===== config.mk =====
export PLATFORM = sky130hd
export DESIGN_NAME = rs_latch_exerciser
export DESIGN_NICKNAME = d
export VERILOG_FILES = /design/src/rtl/rs_exerciser_pkg.sv /design/src/rtl/rs_latch_exerciser_sync2.sv /design/src/rtl/rs_latch_exerciser.sv
export SDC_FILE = /design/constraint.sdc
export NUM_CORES = 1
export LEC_CHECK = 0
export ABC_AREA = 1
export BUFFER_PORTS_ARGS = -buffer_cell sky130_fd_sc_hd__clkbuf_2
export CAP_MARGIN = 10
export CORE_UTILIZATION = 50
export DETAILED_ROUTE_END_ITERATION = 16
export HOLD_SLACK_MARGIN = 0.08
export PLACE_DENSITY_LB_ADDON = 0.1
export SLEW_MARGIN = 30
export SYNTH_ARGS = -nofsm -noshare
export SYNTH_HDL_FRONTEND = slang
export SYNTH_HIERARCHICAL = 1
export SYNTH_SLANG_ARGS = --single-unit

===== constraint.sdc =====
create_clock -name CLK -period 1.65 [get_ports CLK]
set_input_delay 0.2475 -clock CLK [delete_from_list [all_inputs] [get_ports CLK]]
set_output_delay 0.2475 -clock CLK [all_outputs]
set_load 0.02 [all_outputs]

===== src/rtl/rs_exerciser_pkg.sv =====
// Shared types and per-phase constants for the gated RS latch exerciser.
// Drive pairs are {S,R}; expected latch pairs are {Q,Q_L}.
package rs_exerciser_pkg;

  typedef enum logic [2:0] {
    ST_IDLE    = 3'd0,
    ST_SET     = 3'd1,
    ST_RESET   = 3'd2,
    ST_HOLD    = 3'd3,
    ST_ILLEGAL = 3'd4,
    ST_DONE    = 3'd5
  } state_t;

  localparam logic [1:0] PHASE_SET     = 2'd0;
  localparam logic [1:0] PHASE_RESET   = 2'd1;
  localparam logic [1:0] PHASE_HOLD    = 2'd2;
  localparam logic [1:0] PHASE_ILLEGAL = 2'd3;

  localparam logic [1:0] DRV_SET     = 2'b10;
  localparam logic [1:0] DRV_RESET   = 2'b01;
  localparam logic [1:0] DRV_HOLD    = 2'b00;
  localparam logic [1:0] DRV_ILLEGAL = 2'b11;
  localparam logic [1:0] DRV_OFF     = 2'b00;

  // HOLD expects the value left behind by the RESET phase.
  localparam logic [1:0] EXP_SET     = 2'b10;
  localparam logic [1:0] EXP_RESET   = 2'b01;
  localparam logic [1:0] EXP_HOLD    = 2'b01;
  localparam logic [1:0] EXP_ILLEGAL = 2'b00;

  function automatic logic is_run_state(state_t st);
    return (st == ST_SET) || (st == ST_RESET) || (st == ST_HOLD) || (st == ST_ILLEGAL);
  endfunction

  function automatic state_t next_phase_state(state_t st);
    case (st)
      ST_SET:     return ST_RESET;
      ST_RESET:   return ST_HOLD;
      ST_HOLD:    return ST_ILLEGAL;
      ST_ILLEGAL: return ST_DONE;
      default:    return ST_IDLE;
    endcase
  endfunction

  function automatic logic [1:0] phase_code(state_t st);
    case (st)
      ST_RESET:   return PHASE_RESET;
      ST_HOLD:    return PHASE_HOLD;
      ST_ILLEGAL: return PHASE_ILLEGAL;
      default:    return PHASE_SET;
    endcase
  endfunction

  function automatic logic [1:0] drive_for(state_t st);
    case (st)
      ST_SET:     return DRV_SET;
      ST_RESET:   return DRV_RESET;
      ST_HOLD:    return DRV_HOLD;
      ST_ILLEGAL: return DRV_ILLEGAL;
      default:    return DRV_OFF;
    endcase
  endfunction

  function automatic logic [1:0] expect_for(state_t st);
    case (st)
      ST_SET:   return EXP_SET;
      ST_RESET: return EXP_RESET;
      ST_HOLD:  return EXP_HOLD;
      default:  return EXP_ILLEGAL;
    endcase
  endfunction

endpackage


===== src/rtl/rs_latch_exerciser_sync2.sv =====
// Two-flop synchronizer for one asynchronous latch output.
module sync2 (
  input  logic clk,
  input  logic srst,
  input  logic d,
  output logic q
);

  logic meta_reg;
  logic sync_reg;

  always_ff @(posedge clk) begin
    if (srst) begin
      meta_reg <= 1'b0;
      sync_reg <= 1'b0;
    end else begin
      meta_reg <= d;
      sync_reg <= meta_reg;
    end
  end

  assign q = sync_reg;

endmodule


===== src/rtl/rs_latch_exerciser.sv =====
// Drives a gated RS latch through SET/RESET/HOLD/ILLEGAL phases and checks
// the synchronized Q/Q_L at the end of every clean ENA half-window.
module rs_latch_exerciser
  import rs_exerciser_pkg::*;
#(
  parameter int PHASE_CYCLES  = 500,
  parameter int ENA_HALF      = 95,
  parameter bit CHECK_ILLEGAL = 1'b1
) (
  input  logic       CLK,
  input  logic       RST,
  input  logic       START,
  input  logic       Q,
  input  logic       Q_L,
  output logic       ENA,
  output logic       R,
  output logic       S,
  output logic [1:0] PHASE,
  output logic       BUSY,
  output logic       DONE,
  output logic       ERR,
  output logic [7:0] ERR_CNT
);

  localparam int PC_W = (PHASE_CYCLES > 1) ? $clog2(PHASE_CYCLES) : 1;
  localparam int EH_W = (ENA_HALF > 1) ? $clog2(ENA_HALF) : 1;
  localparam logic [PC_W-1:0] PC_LAST = PC_W'(PHASE_CYCLES - 1);
  localparam logic [EH_W-1:0] EH_LAST = EH_W'(ENA_HALF - 1);

  state_t          state_reg, state_next;
  logic [PC_W-1:0] phase_cnt_reg, phase_cnt_next;
  logic [EH_W-1:0] ena_cnt_reg, ena_cnt_next;
  logic            ena_reg, ena_next;
  logic            s_reg, r_reg;
  logic [1:0]      drive_next;
  logic            clean_reg, clean_next;
  logic            err_reg, err_next;
  logic [7:0]      err_cnt_reg, err_cnt_next;
  logic [1:0]      latch_raw, latch_sync;
  logic            in_run, phase_end, ena_end, check_en, mismatch;

  // Bit 1 carries Q, bit 0 carries Q_L, matching the expected-pair layout.
  assign latch_raw = {Q, Q_L};

  genvar gi;
  generate
    for (gi = 0; gi < 2; gi++) begin : g_sync
      sync2 u_sync (
        .clk  (CLK),
        .srst (RST),
        .d    (latch_raw[gi]),
        .q    (latch_sync[gi])
      );
    end
  endgenerate

  always_comb begin
    state_next     = state_reg;
    phase_cnt_next = phase_cnt_reg;
    ena_cnt_next   = ena_cnt_reg;
    ena_next       = ena_reg;
    clean_next     = clean_reg;
    err_next       = err_reg;
    err_cnt_next   = err_cnt_reg;

    in_run    = is_run_state(state_reg);
    phase_end = in_run && (phase_cnt_reg == PC_LAST);
    ena_end   = (ena_cnt_reg == EH_LAST);
    check_en  = in_run && ena_end && clean_reg;
    if ((state_reg == ST_ILLEGAL) && (!CHECK_ILLEGAL || !ena_reg)) begin
      check_en = 1'b0;
    end
    mismatch = check_en && (latch_sync != expect_for(state_reg));

    case (state_reg)
      ST_IDLE, ST_DONE: begin
        if (START) begin
          state_next     = ST_SET;
          phase_cnt_next = '0;
          ena_cnt_next   = '0;
          ena_next       = 1'b1;
          clean_next     = 1'b1;
          err_next       = 1'b0;
          err_cnt_next   = '0;
        end
      end
      default: begin
        phase_cnt_next = phase_end ? '0 : phase_cnt_reg + PC_W'(1);
        if (phase_end) begin
          state_next = next_phase_state(state_reg);
        end
        // ENA keeps its own cadence; phase edges never realign it.
        ena_cnt_next = ena_end ? '0 : ena_cnt_reg + EH_W'(1);
        ena_next     = ena_end ? ~ena_reg : ena_reg;
        // A window start wins over a coincident phase change: the window is wholly in the new phase.
        clean_next   = ena_end ? 1'b1 : (phase_end ? 1'b0 : clean_reg);
        if (mismatch) begin
          err_next = 1'b1;
          if (err_cnt_reg != 8'hFF) begin
            err_cnt_next = err_cnt_reg + 8'd1;
          end
        end
        if (state_next == ST_DONE) begin
          ena_next     = 1'b0;
          ena_cnt_next = '0;
          clean_next   = 1'b0;
        end
      end
    endcase

    drive_next = drive_for(state_next);
  end

  always_ff @(posedge CLK) begin
    if (RST) begin
      state_reg     <= ST_IDLE;
      phase_cnt_reg <= '0;
      ena_cnt_reg   <= '0;
      ena_reg       <= 1'b0;
      s_reg         <= 1'b0;
      r_reg         <= 1'b0;
      clean_reg     <= 1'b0;
      err_reg       <= 1'b0;
      err_cnt_reg   <= '0;
    end else begin
      state_reg     <= state_next;
      phase_cnt_reg <= phase_cnt_next;
      ena_cnt_reg   <= ena_cnt_next;
      ena_reg       <= ena_next;
      s_reg         <= drive_next[1];
      r_reg         <= drive_next[0];
      clean_reg     <= clean_next;
      err_reg       <= err_next;
      err_cnt_reg   <= err_cnt_next;
    end
  end

  assign ENA     = ena_reg;
  assign S       = s_reg;
  assign R       = r_reg;
  assign PHASE   = phase_code(state_reg);
  assign BUSY    = in_run;
  assign DONE    = (state_reg == ST_DONE);
  assign ERR     = err_reg;
  assign ERR_CNT = err_cnt_reg;

endmodule


Word level (Yosys, flattened, before mapping)
Index checks and enable logic that the tools add are counted.
{"block": "word_totals", "register_bits": 36, "latchBits": 0, "ramBits": 0, "mem_bits_ro": 0, "inputBits": 5, "output_inout_bits": 16, "elab_cells": 82, "memories": 0}
{"block": "op_classes", "addsub": 3, "multipliers": 0, "n_div": 0, "n_lt_le_gt_ge": 0, "eq_ne": 14, "n_shift": 0, "muxes": 31, "n_bitwise": 1, "n_reduce_logical": 20}
{"operator": "$mux W8", "n": 4}
{"operator": "$mux W7", "n": 4}
{"operator": "$mux W9", "n": 3}
{"operator": "$eq A3 B3 Y1 const B", "n": 4}
{"operator": "$mux W1", "n": 12}
{"operator": "$mux W3", "n": 4}
{"operator": "$pmux W2 S3", "n": 2}
{"operator": "$pmux W3 S4", "n": 1}
{"operator": "$add A9 B1 Y9 const B", "n": 1}
{"operator": "$eq A3 B2 Y1 const B", "n": 3}
{"operator": "$eq A9 B9 Y1 const B", "n": 1}
{"operator": "$add A8 B1 Y8 const B", "n": 1}
{"operator": "$ne A8 B8 Y1 const B", "n": 1}
{"operator": "$add A7 B1 Y7 const B", "n": 1}
{"operator": "$eq A7 B7 Y1 const B", "n": 1}
{"operator": "$eq A3 B1 Y1 const B", "n": 2}
{"operator": "$reduce_and A2 Y1", "n": 3}
{"operator": "$logic_and A1 B1 Y1", "n": 5}
{"operator": "$pmux W2 S2", "n": 1}
{"operator": "$reduce_bool A2 Y1", "n": 2}
{"operator": "$reduce_bool A4 Y1", "n": 1}
{"operator": "$reduce_or A2 Y1", "n": 2}
{"operator": "$logic_not A3 Y1", "n": 1}
{"operator": "$logic_or A1 B1 Y1", "n": 3}
{"operator": "other kinds (6)", "n": 6}

Longest topological paths before layout
Gate-level depths: netlist (run 1).
{"block": "depth", "ltp_word": 10, "mapped_depth": 13, "ltp_nobuf": 13}

Hierarchy
Netlist (run 1), hierarchy kept.
{"module": "rs_latch_exerciser", "n_inst": 1, "cells_per_inst": 281, "area_per_inst_um2": 1883.1, "seq_area_each_um2": 640.6}
{"module": "sync2", "n_inst": 2, "cells_per_inst": 6, "area_per_inst_um2": 55.1, "seq_area_each_um2": 40.0}

Worst setup path before layout (run 1)
Ideal clock, no wire load.
{"block": "synth_path", "kind": "register to register", "start": "reg err_cnt_reg[0] (netlist: ERR_CNT[0])", "end": "reg err_cnt_reg[2] (netlist: ERR_CNT[2])", "setup_ns": 0.131, "t_arrival_ns": 1.537, "required_time_ns": 1.519, "slack_ns": -0.018, "path_stages_with_launch": 9, "n_path_buf": 0, "period_less_slack_ns": 1.668, "path_cell_list": "dfxtp_1 > ha_1 > nand2_1 > nor3_1 > nand3_1 > nand3_4 > nand2_4 > nand2_1 > a21oi_2"}
{"block": "synth_via", "elab_chain_len": 4, "elab_cells_between_ends": 7, "cone_classes": "1 x add/sub; 1 x eq/ne; 3 x mux; 2 x reduce/logical"}
{"item": "start, declared", "line": "rs_latch_exerciser.sv:38", "rtl": "logic [7:0] err_cnt_reg, err_cnt_next;"}
{"item": "start signal, assigned", "line": "rs_latch_exerciser.sv:134", "rtl": "err_cnt_reg <= err_cnt_next;"}
{"item": "$add A8 B1 Y8", "line": "rs_latch_exerciser.sv:100", "rtl": "err_cnt_next = err_cnt_reg + 8'd1;"}
{"item": "$mux W8", "line": "rs_latch_exerciser.sv:99", "rtl": "if (err_cnt_reg != 8'hFF) begin"}
{"item": "$mux W8", "line": "rs_latch_exerciser.sv:97", "rtl": "if (mismatch) begin"}
{"item": "$mux W8", "line": "rs_latch_exerciser.sv:75", "rtl": "case (state_reg)"}
Several ways; a longest one is shown, not always the timed one. The select of a mux whose other input is x is not followed.
A chain may end at the register's enable or synchronous reset.

Worst setup path in the final report (run 1)
{"block": "layout_path", "start": "reg ena_cnt_reg[0]", "end": "reg err_cnt_reg[3] (netlist: ERR_CNT[3])"}
{"block": "layout_via", "elab_chain_len": 7}
{"item": "start, declared", "line": "rs_latch_exerciser.sv:32", "rtl": "logic [EH_W-1:0] ena_cnt_reg, ena_cnt_next;"}
{"item": "start signal, assigned", "line": "rs_latch_exerciser.sv:128", "rtl": "ena_cnt_reg <= ena_cnt_next;"}
{"item": "$eq A7 B7 Y1", "line": "rs_latch_exerciser.sv:68", "rtl": "ena_end = (ena_cnt_reg == EH_LAST);"}
{"item": "$logic_and A1 B1 Y1 (2 in series)", "line": "rs_latch_exerciser.sv:69", "rtl": "check_en = in_run && ena_end && clean_reg;"}
{"item": "$mux W1", "line": "rs_latch_exerciser.sv:70", "rtl": "if ((state_reg == ST_ILLEGAL) && (!CHECK_ILLEGAL || !ena_reg)) begin"}
{"item": "$logic_and A1 B1 Y1", "line": "rs_latch_exerciser.sv:73", "rtl": "mismatch = check_en && (latch_sync != expect_for(state_reg));"}
{"item": "$reduce_bool A2 Y1 (no line)"}
{"item": "$reduce_and A3 Y1 (no line)"}
No other way between the ends.

==> insert_results.sql, run 1 <==
INSERT INTO impl_metrics (metric_group, metric, value, unit) VALUES
('timing', 'clock.fmax', '0.650', 'GHz'),
('power_and_ir_drop', 'p_int', '1.30', 'mW'),
('timing', 'slew_headroom', '78.1', '%'),
('cells_and_area', 'layout.nets', '338', ''),
('drt', 'ant_nets', '0', ''),
('die', 'num_rows', '22', ''),
('cells_and_area', 'n_antenna_cell', '0', ''),
('clock_tree', 'cts_num_sinks', '36', ''),
('flow_run', 'cap_viol_max_count', '0', ''),
('timing', 'setup_tns', '0', 'ns'),
('clock_tree', 'max-clock-path-buffers', '2', ''),
('global_routing', 'busiest_layer', 'met2', ''),
('drt', 'totalWireLength', '4310', 'um'),
('power_and_ir_drop', 'vdd_ir_drop_max', '0.000455', 'V'),
('setup_path', 'cp_max_fo', '4', ''),
('die', 'core', '0.00374', 'mm^2'),
('global_routing', 'met3_usage', '5.73', '%'),
('die', 'fp.dieW', '65.1', 'um'),
('synthesis', 'post-synth-top-area-cell', 'sky130_fd_sc_hd__dfxtp_1', ''),
('cells_and_area', 'layout-area-overhead-vs-synth', '19.6', '%'),
('synthesis', 'synth_compound_area_share', '12.1', '%'),
('setup_path', 'cp-start-kind', 'register', ''),
('place', 'postPlaceCellArea', '0.00222', 'mm^2'),
('synthesis', 'synth_edf_count', '0', ''),
('power_and_ir_drop', 'clkPwrFrac', '36.0', '%'),
('global_routing', 'grt.overflow.total', '0', ''),
('synthesis', 'netlist_area', '0.00199', 'mm^2'),
('setup_path', 'endpoint_kind', 'register', ''),
('die', 'die_h', '65.1', 'um'),
('synthesis', 'syn_area_per_cell', '6.80', 'um^2'),
('setup_path', 'cp.required', '1.82', 'ns'),
('cells_and_area', 'finalNonFillerCells', '378', ''),
('die', 'die_area', '0.00424', 'mm^2'),
('synthesis', 'synth_fa_ha_area_share', '2.51', '%'),
('global_routing', 'grt_pass1_vias', '1692', ''),
('cells_and_area', 'largest_reg_flops', '9', ''),
('drt', 'post_drt_via_cell_ratio', '5.03', ''),
('synthesis', 'netlist_top_cells_area', 'sky130_fd_sc_hd__dfxtp_1, sky130_fd_sc_hd__nand2_1, sky130_fd_sc_hd__a21oi_1', ''),
('global_routing', 'met1_usage', '28.0', '%'),
('timing', 'setup-violations-final', '0', ''),
('synthesis', 'syn-num-nets', '302', ''),
('global_routing', 'grt.total_usage', '22.3', '%'),
('synthesis', 'ys_seq_elements', '36', ''),
('min_path', 'timing.hold.worst.class', 'input port to register', ''),
('synthesis', 'netlist_instances', '293', ''),
('place', 'port_buffers', '20', ''),
('timing', 'timing_worst_slew_pin_value', '0.323', 'ns'),
('place', 'numPlacedInstances', '368', ''),
('clock_tree', 'cts_tree', 'built', ''),
('timing', 'final_min_period_over_clock_period', '93.3', '%'),
('global_routing', 'grt_start_max_net_pins', '17', ''),
('power_and_ir_drop', 'p_comb_share', '12.9', '%'),
('place', 'dp.final_hpwl', '3130', 'um'),
('drt', 'drc', '0', ''),
('synthesis', 'yosys.area.top_type_share', '36.2', '%'),
('drt', 'route.vias.total', '1903', ''),
('synthesis', 'synth_xor_area_share', '5.21', '%'),
('synthesis', 'main_combinational_cell_family_by_area_after_synthesis', 'simple AND/OR/NAND/NOR gates', ''),
('synthesis', 'synthFlopType', 'sky130_fd_sc_hd__dfxtp_1', ''),
('cells_and_area', 'final_core_utilization', '63.7', '%'),
('clock_tree', 'clk_latency', '0.29', 'ns'),
('power_and_ir_drop', 'p_per_area', '750', 'mW/mm^2'),
('run_status', 'status', 'complete, no violations', ''),
('clock_tree', 'cts.clk_slew.worst_paths', '0.07', 'ns'),
('die', 'start_util', '53.2', '%'),
('synthesis', 'synth.mux.area_fraction', '0', '%'),
('timing', 'hold_viol', '0', ''),
('synthesis', 'async_flop_share', '0', '%'),
('timing', 'timing_max_transition_violations_final', '0', ''),
('power_and_ir_drop', 'sw_frac_of_total', '27.3', '%'),
('drt', 'route.detailed.wl_per_inst', '11.4', 'um');
-- final cells by class --
cell class / instances / area [um^2]
repair buffers: 31 / 183
clock buffers: 6 / 82.6
clock inverters: 2 / 10.0
fillers: 360 / 1360
inverters: 39 / 146
flip-flops and latches: 36 / 731
well taps: 48 / 60.1
multi-input cells: 216 / 1170
-- cells by family after synthesis --
group                    after synthesis
AO/OA/AOI/OAI                         45
XOR/XNOR                              11
adder cells (fa/ha/maj)                4
buffers and inverters                 42
flip-flops                            36
AND/OR/NAND/NOR                      155
-- power groups by stage --
stage / Combinational, mW / Sequential [mW] / Clock (mW)
6_report: 0.230 / 0.914 / 0.644
5_1_grt: 0.258 / 0.917 / 0.711
4_1_cts: 0.227 / 0.909 / 0.673
3_5_place_dp: 0.226 / 0.929 / 0
3_3_place_gp: 0.227 / 0.929 / 0
2_1_floorplan: 0.154 / 0.934 / 0
-- critical path: stages, from the launching register on --
cell and delay, ns:
sky130_fd_sc_hd__dfxtp_2 0.33, sky130_fd_sc_hd__inv_2 0.06, sky130_fd_sc_hd__ha_1 0.13, sky130_fd_sc_hd__inv_1 0.05
sky130_fd_sc_hd__nor2_2 0.09, sky130_fd_sc_hd__nand3_2 0.11, sky130_fd_sc_hd__inv_2 0.08, sky130_fd_sc_hd__nand2_2 0.06
sky130_fd_sc_hd__nor2_4 0.14, sky130_fd_sc_hd__buf_4 0.13, sky130_fd_sc_hd__nand3_2 0.10, sky130_fd_sc_hd__nand3_1 0.09
sky130_fd_sc_hd__a21oi_1 0.07
-- metal layers --
layer  wire, um  up-vias
met4         25        0
met1       2060      844
met5          0        -
li1           -     1002
met3        168        2
met2       2060       55
-- cell usage in the layout (no fill, tap or decap), types with 4 or more instances in the layout --
master,n
sky130_fd_sc_hd__nand2_1,75
sky130_fd_sc_hd__nor2_1,30
sky130_fd_sc_hd__inv_1,29
sky130_fd_sc_hd__dfxtp_1,28
sky130_fd_sc_hd__a21oi_1,26
sky130_fd_sc_hd__nand3_1,22
sky130_fd_sc_hd__clkbuf_2,20
sky130_fd_sc_hd__o21ai_0,11
sky130_fd_sc_hd__buf_4,11
sky130_fd_sc_hd__inv_2,9
sky130_fd_sc_hd__dfxtp_2,8
sky130_fd_sc_hd__nand3_2,6
sky130_fd_sc_hd__nand2_2,6
sky130_fd_sc_hd__xnor2_1,6
sky130_fd_sc_hd__clkbuf_8,6
sky130_fd_sc_hd__nand2_4,4
sky130_fd_sc_hd__nor2_2,4
sky130_fd_sc_hd__xor2_1,4
-- final timing paths --
check                            startpoint                   endpoint  slack (ns)  depth (start not counted)
setup / recovery             ena_cnt_reg[0]                 ERR_CNT[3]        0.11                         12
hold / removal                            Q  g_sync[1].u_sync/meta_reg        0.15                          3
setup reg to reg             ena_cnt_reg[0]                 ERR_CNT[3]        0.11                         12
hold reg to reg   g_sync[0].u_sync/meta_reg         g_sync[0].u_sync/q        0.40                          2
-- per-stage QoR --
stage / worst slack, ns / hold slack, ns / total power, mW
after floorplan: 0.0885 / 0.319 / 1.09
after global placement: 0.0313 / 0.392 / 1.16
after detailed placement: 0.0155 / 0.396 / 1.15
after CTS: 0.0259 / 0.134 / 1.81
after global routing: 0.000921 / 0.138 / 1.89
final: 0.111 / 0.145 / 1.79
-- repair_timing --
item / CTS / global route
gates cloned: 0 / 1
endpoints found under the hold margin: 0 / 0
buffers inserted: 0 / 1
setup endpoints to repair: 2 / 26
hold buffers: 0 / 0
gates resized for setup: 1 / 21
pin swaps: 0 / 5
Note: power is estimated with default switching activity, not from simulation.
==> run 2: changes to the inputs <==
- CORE_UTILIZATION: 50 -> 58
- PLACE_DENSITY: unset -> 0.86
- PLACE_DENSITY_LB_ADDON: 0.1 -> unset
- RECOVER_POWER: unset -> 50
==> insert_results.sql, run 2 (synthesized netlist as in run 1, its figures left out) <==
INSERT INTO impl_metrics (metric_group, metric, value, unit) VALUES
('cells_and_area', 'post_route_cells_drive_above_1_share', '24.6', '%'),
('setup_path', 'cp-start-kind', 'register', ''),
('setup_path', 'endpoint_kind', 'primary output', ''),
('cells_and_area', 'fill_cells', '251', ''),
('clock_tree', 'clk_latency', '0.36', 'ns'),
('clock_tree', 'tritoncts.num_buffers', '5', ''),
('clock_tree', 'cts_num_sinks', '36', ''),
('clock_tree', 'cts.clk_slew.worst_paths', '0.11', 'ns'),
('global_routing', 'grt.overflow.total', '0', ''),
('timing', 'final_min_period_over_clock_period', '99.9', '%'),
('timing', 'fin_worst_skew', '0.0112', 'ns'),
('timing', 'hold_viol', '0', ''),
('drt', 'route.detailed.wl_per_inst', '12.1', 'um'),
('timing', 'min_period', '1.65', 'ns'),
('global_routing', 'grt_pass1_wl', '7100', 'um'),
('drt', 'totalWireLength', '4560', 'um'),
('clock_tree', 'cts_tree', 'built', ''),
('global_routing', 'grt_pass1_vias', '1676', ''),
('timing', 'slew_headroom', '74.2', '%'),
('power_and_ir_drop', 'vdd_ir_drop_max', '0.000546', 'V'),
('setup_path', 'critical_path.max_stage_delay', '0.43', 'ns'),
('clock_tree', 'max-clock-path-buffers', '2', ''),
('setup_path', 'cp_max_fo', '7', ''),
('cells_and_area', 'n_antenna_cell', '0', ''),
('die', 'fp.dieW', '60.6', 'um'),
('timing', 'post-route-worst-setup-slack', '0.00179', 'ns'),
('die', 'start_util', '63.2', '%'),
('die', 'num_rows', '20', ''),
('clock_tree', 'cts-htree-levels', '2', ''),
('drt', 'drt_first_pass_iters', '4', ''),
('drt', 'post_drt_via_cell_ratio', '5.19', ''),
('run_status', 'status', 'complete, no violations', ''),
('global_routing', 'grt_start_max_net_pins', '26', ''),
('global_routing', 'grt.total_usage', '25.8', '%'),
('drt', 'route.vias.total', '1963', ''),
('setup_path', 'critical_path_arrival', '1.40', 'ns'),
('power_and_ir_drop', 'p_per_area', '699', 'mW/mm^2'),
('setup_path', 'timing_worst_setup_path_type', 'register to primary output', ''),
('die', 'die_area', '0.00367', 'mm^2'),
('cells_and_area', 'mostFrequentLayoutCells', 'sky130_fd_sc_hd__nand2_1, sky130_fd_sc_hd__nor2_1, sky130_fd_sc_hd__inv_1', ''),
('drt', 'ant_nets', '0', ''),
('timing', 'timing_worst_slew_pin_value', '0.385', 'ns'),
('cells_and_area', 'largest_reg_flops', '9', ''),
('cells_and_area', 'layout_commonest_cell', 'sky130_fd_sc_hd__nand2_1', ''),
('power_and_ir_drop', 'leakagePower', '0.971', 'nW'),
('cells_and_area', 'layout.nets', '342', ''),
('min_path', 'timing.hold.worst.class', 'input port to register', ''),
('global_routing', 'antenna_found_initial', '0', ''),
('timing', 'grt_setup_unrepaired', 'yes', ''),
('die', 'die_h', '60.6', 'um'),
('timing', 'setup-violations-final', '0', ''),
('place', 'place.gp.congestion', '0.897', ''),
('setup_path', 'crit_chain', 'inv_2 -> o21ai_1 -> nand2_4 -> clkbuf_2', ''),
('setup_path', 'cp.required', '1.40', 'ns'),
('clock_tree', 'clockRootBuffer', 'sky130_fd_sc_hd__clkbuf_4', ''),
('drt', 'drc', '0', ''),
('timing', 'timing_max_transition_violations_final', '0', ''),
('die', 'core', '0.00315', 'mm^2'),
('die', 'pin_count', '21', ''),
('place', 'dp.final_hpwl', '2940', 'um'),
('timing', 'clock.fmax', '0.607', 'GHz'),
('setup_path', 'critical-path-slowest-cell', 'sky130_fd_sc_hd__dfxtp_2', ''),
('flow_run', 'cap_viol_max_count', '0', ''),
('timing', 'hold-worst-slack', '0.336', 'ns'),
('drt', 'detailedRoute.firstIterationViolations', '149', ''),
('cells_and_area', 'layout-area-overhead-vs-synth', '20.6', '%'),
('place', 'port_buffers', '20', ''),
('place', 'pre_cts_slack', '0.0428', 'ns');
-- run 2: cell count changes in the layout (fill, tap and decap cells not counted), sizes merged --
cell	previous run	this run
dlygate4sd3	0	2
buf	11	13
-- run 2: repair_timing --
item,4_1_cts,5_1_grt
resized for setup,2,33
pin swaps,0,10
hold endpoints to repair,2,0
hold buffers,2,0
cloned,0,1
setup buffers,2,4
endpoints found under the setup margin,1,26
-- run 2: worst max-delay path, delay by kind of cell, from the launching register on --
family,cells,cell delay [ns]
compound gates,1,0.23
buf+inv,2,0.27
flops,1,0.43
simple gates,1,0.12
-- run 2: worst paths after layout --
| check | slack (ns) | depth (start not counted) | to | start |
|---|---|---|---|---|
| setup / recovery | 0.002 | 4 | BUSY | state_reg[2] |
| hold / removal | 0.34 | 3 | state_reg[0] | START |
| setup reg to reg | 0.02 | 13 | ERR_CNT[0] | ena_cnt_reg[0] |
| hold reg to reg | 0.41 | 2 | g_sync[0].u_sync/q | g_sync[0].u_sync/meta_reg |
-- run 2: metrics by stage --
step	instance area (um^2)	util, %	setup TNS (ns)	power, mW	std cells
2_1_floorplan	2000	-	0	1.09	293
3_3_place_gp	2190	69.4	0	1.15	361
3_5_place_dp	2190	69.4	0	1.15	361
4_1_cts	2290	72.6	0	1.65	373
5_1_grt	2400	76.2	-1.17	1.76	378
6_report	2400	76.2	0	1.68	378
-- run 2: area by class of cell --
class                      instances  area, um^2  share of cell area, %
multi-input combinational        216        1200                   49.8
tap                               44        55.1                   2.29
inverter                          39         151                   6.30
clock inverter                     2        10.0                  0.416
sequential                        36         734                   30.6
timing repair buffer              35         205                   8.54
clock buffer                       6        51.3                   2.13
-- run 2: metal layers --
layer / track usage, % / wire [um] / vias to the layer above
met2: 42.7 / 2190 / 49
li1: - / - / 1010
met5: 0 / 0 / -
met4: 11.0 / 78 / 0
met1: 33.3 / 2060 / 894
met3: 4.48 / 237 / 10
-- run 2: power breakdown --
group | leakage [nW] | internal, mW | switching [mW]
clock | 0.0380 | 0.203 | 0.313
combinational | 0.636 | 0.0791 | 0.166
sequential | 0.297 | 0.894 | 0.0243
==> run 3: changes to the inputs <==
- BUFFER_PORTS_ARGS: -buffer_cell sky130_fd_sc_hd__clkbuf_2 -> -buffer_cell sky130_fd_sc_hd__buf_2
==> insert_results.sql, run 3 (synthesized netlist as in run 1, its figures left out) <==
INSERT INTO impl_metrics (metric_group, metric, value, unit) VALUES
('run_status', 'status', 'complete, no violations', ''),
('setup_path', 'cp-start-kind', 'register', ''),
('die', 'die_h', '60.6', 'um'),
('clock_tree', 'max-clock-path-buffers', '2', ''),
('cells_and_area', 'layout.area.seq', '732', 'um^2'),
('timing', 'min_period', '1.62', 'ns'),
('setup_path', 'cp_max_fo', '8', ''),
('die', 'fp.dieW', '60.6', 'um'),
('drt', 'drc', '0', ''),
('die', 'num_rows', '20', ''),
('setup_path', 'critical-path-top-delay-family', 'simple AND/OR/NAND/NOR gates', ''),
('setup_path', 'critical-path-slowest-cell', 'sky130_fd_sc_hd__dfxtp_2', ''),
('timing', 'fin_worst_skew', '0.00912', 'ns'),
('timing', 'hold-worst-slack', '0.103', 'ns'),
('drt', 'detailedRoute.firstIterationViolations', '135', ''),
('setup_path', 'capturing_instance_or_port_of_the_critical_path', 'ERR_CNT[5]', ''),
('global_routing', 'grt_pass1_vias', '1723', ''),
('clock_tree', 'tritoncts.num_buffers', '5', ''),
('setup_path', 'reg_to_reg_end', 'ERR_CNT[5]', ''),
('cells_and_area', 'multiInputGateArea', '0.00119', 'mm^2'),
('setup_path', 'r2r_start', 'ena_cnt_reg[0]', ''),
('cells_and_area', 'fill_cells', '240', ''),
('setup_path', 'crit_path_start', 'ena_cnt_reg[0]', ''),
('setup_path', 'r2r.worst_path.cells', '12', ''),
('drt', 'drt_first_pass_iters', '4', ''),
('min_path', 'timing.hold.worst.class', 'input port to register', ''),
('global_routing', 'grt_pass1_wl', '7060', 'um'),
('setup_path', 'cp.required', '1.94', 'ns'),
('flow_run', 'cap_viol_max_count', '0', ''),
('clock_tree', 'cts-htree-levels', '2', ''),
('setup_path', 'r2r_setup_slack', '0.03', 'ns'),
('place', 'place.gp.congestion', '0.933', ''),
('cells_and_area', 'post_route_cells_drive_above_1_share', '29.2', '%'),
('setup_path', 'crit_cells', '12', ''),
('cells_and_area', 'layout.nets', '347', ''),
('place', 'dp.final_hpwl', '3020', 'um'),
('min_path', 'hp-start', 'Q_L', ''),
('setup_path', 'endpoint_kind', 'register', ''),
('clock_tree', 'cts_num_sinks', '36', ''),
('timing', 'grt_setup_unrepaired', 'yes', ''),
('cells_and_area', 'n_antenna_cell', '0', ''),
('die', 'start_util', '63.2', '%'),
('die', 'pin_count', '21', ''),
('timing', 'final_min_period_over_clock_period', '98.5', '%'),
('place', 'port_buffers', '20', ''),
('cells_and_area', 'layout-area-overhead-vs-synth', '24.4', '%'),
('clock_tree', 'cts.clk_slew.worst_paths', '0.11', 'ns'),
('setup_path', 'crit_chain', 'inv_2 -> ha_4 -> inv_2 -> nor2_2 -> nand3_2 -> inv_2 -> nand2_2 -> nor2_4 -> nand3_4 -> nand2_8 -> nand2_1 -> a21oi_1', ''),
('power_and_ir_drop', 'vdd_ir_drop_max', '0.000540', 'V'),
('timing', 'timing_max_transition_violations_final', '0', ''),
('drt', 'ant_nets', '0', ''),
('cells_and_area', 'largest_reg_flops', '9', ''),
('setup_path', 'timing_worst_setup_path_type', 'register to register', ''),
('timing', 'slew_headroom', '77.9', '%'),
('power_and_ir_drop', 'leakagePower', '1.07', 'nW'),
('timing', 'setup-violations-final', '0', ''),
('timing', 'clock.fmax', '0.615', 'GHz'),
('drt', 'totalWireLength', '4850', 'um'),
('die', 'die_area', '0.00367', 'mm^2'),
('global_routing', 'grt.overflow.total', '0', ''),
('global_routing', 'grt_start_max_net_pins', '16', ''),
('power_and_ir_drop', 'p_per_area', '721', 'mW/mm^2'),
('setup_path', 'critical_path_arrival', '1.91', 'ns'),
('timing', 'setup_tns', '0', 'ns'),
('clock_tree', 'clk_latency', '0.35', 'ns'),
('timing', 'hold_viol', '0', ''),
('clock_tree', 'cts_tree', 'built', ''),
('global_routing', 'antenna_found_initial', '0', ''),
('drt', 'route.detailed.wl_per_inst', '12.7', 'um'),
('cells_and_area', 'layout_commonest_cell', 'sky130_fd_sc_hd__nand2_1', ''),
('timing', 'timing_worst_slew_pin_value', '0.327', 'ns'),
('setup_path', 'critical_path.max_stage_delay', '0.34', 'ns'),
('power_and_ir_drop', 'finalPower', '1.79', 'mW'),
('drt', 'post_drt_via_cell_ratio', '5.24', ''),
('setup_path', 'critical_path.most_common_cell', 'sky130_fd_sc_hd__inv_2', ''),
('die', 'core', '0.00315', 'mm^2'),
('cells_and_area', 'mostFrequentLayoutCells', 'sky130_fd_sc_hd__nand2_1, sky130_fd_sc_hd__nor2_1, sky130_fd_sc_hd__inv_1', ''),
('setup_path', 'count_of_buffering_cells_on_the_critical_path_with_inverters_included', '3', ''),
('drt', 'route.vias.total', '2008', ''),
('clock_tree', 'clockRootBuffer', 'sky130_fd_sc_hd__clkbuf_4', ''),
('global_routing', 'grt.total_usage', '25.9', '%');
[run 3: cell types whose count changed in the layout (fill, tap and decap cells not counted), moves of 3 or more]
cell	change
sky130_fd_sc_hd__buf_2	+20
sky130_fd_sc_hd__buf_6	+4
sky130_fd_sc_hd__clkbuf_1	-11
sky130_fd_sc_hd__nand2_2	-3
sky130_fd_sc_hd__clkbuf_2	-7
sky130_fd_sc_hd__buf_4	+3
sky130_fd_sc_hd__nand3_1	-3
sky130_fd_sc_hd__nand3_2	+3
[run 3: how the worst min path moves through the flow]
stage / to / slack, ns / cells after the start
floorplan: g_sync[0].u_sync/meta_reg / 0.32 / 1
global placement: g_sync[0].u_sync/q / 0.39 / 2
detailed placement: g_sync[1].u_sync/q / 0.39 / 2
CTS: g_sync[1].u_sync/meta_reg / 0.09 / 3
global route: g_sync[0].u_sync/meta_reg / 0.09 / 3
finish: g_sync[0].u_sync/meta_reg / 0.10 / 3
[run 3: through the flow]
stage	cell area (um^2)	cells	util [%]	worst slack, ns
after floorplan	2000	293	-	0.0885
after global placement	2190	361	69.4	0.0458
after detailed placement	2190	361	69.4	-0.00473
after CTS	2300	374	73.1	0.00198
after global routing	2480	383	78.7	-0.0864
final	2480	383	78.7	0.0253
[run 3: cell type report]
type	instances	area share, %
repair buffers	41	11.1
flip-flops and latches	36	29.5
clock buffers	6	1.66
clock inverters	2	1.41
well taps	44	2.22
multi-input cells	215	48.1
inverters	39	6.00
[run 3: layer usage]
metal	vias to the layer above	global-route usage (%)	share of wire, %
li1	1021	-	-
met1	916	31.8	44
met2	60	43.2	50
met3	11	6.82	4.3
met4	0	10.7	1.9
met5	-	0	0
[run 3: what timing repair did]
action                                  CTS  global route
hold endpoints to repair                  0             1
gates resized for setup                   2            33
pin swaps                                 1            11
buffers inserted                          5             8
endpoints found under the setup margin    5            24
hold buffers                              0             1
[run 3: report_power, final]
part	internal, mW	switching (mW)
combinational	0.0887	0.173
clock	0.318	0.296
sequential	0.894	0.0195
total	1.30	0.488
[run 3: worst min-delay path: cells and delay by family]
kind                   cells  cell delay (ns)
buffers and inverters      2             0.13
AND/OR/NAND/NOR            1             0.03
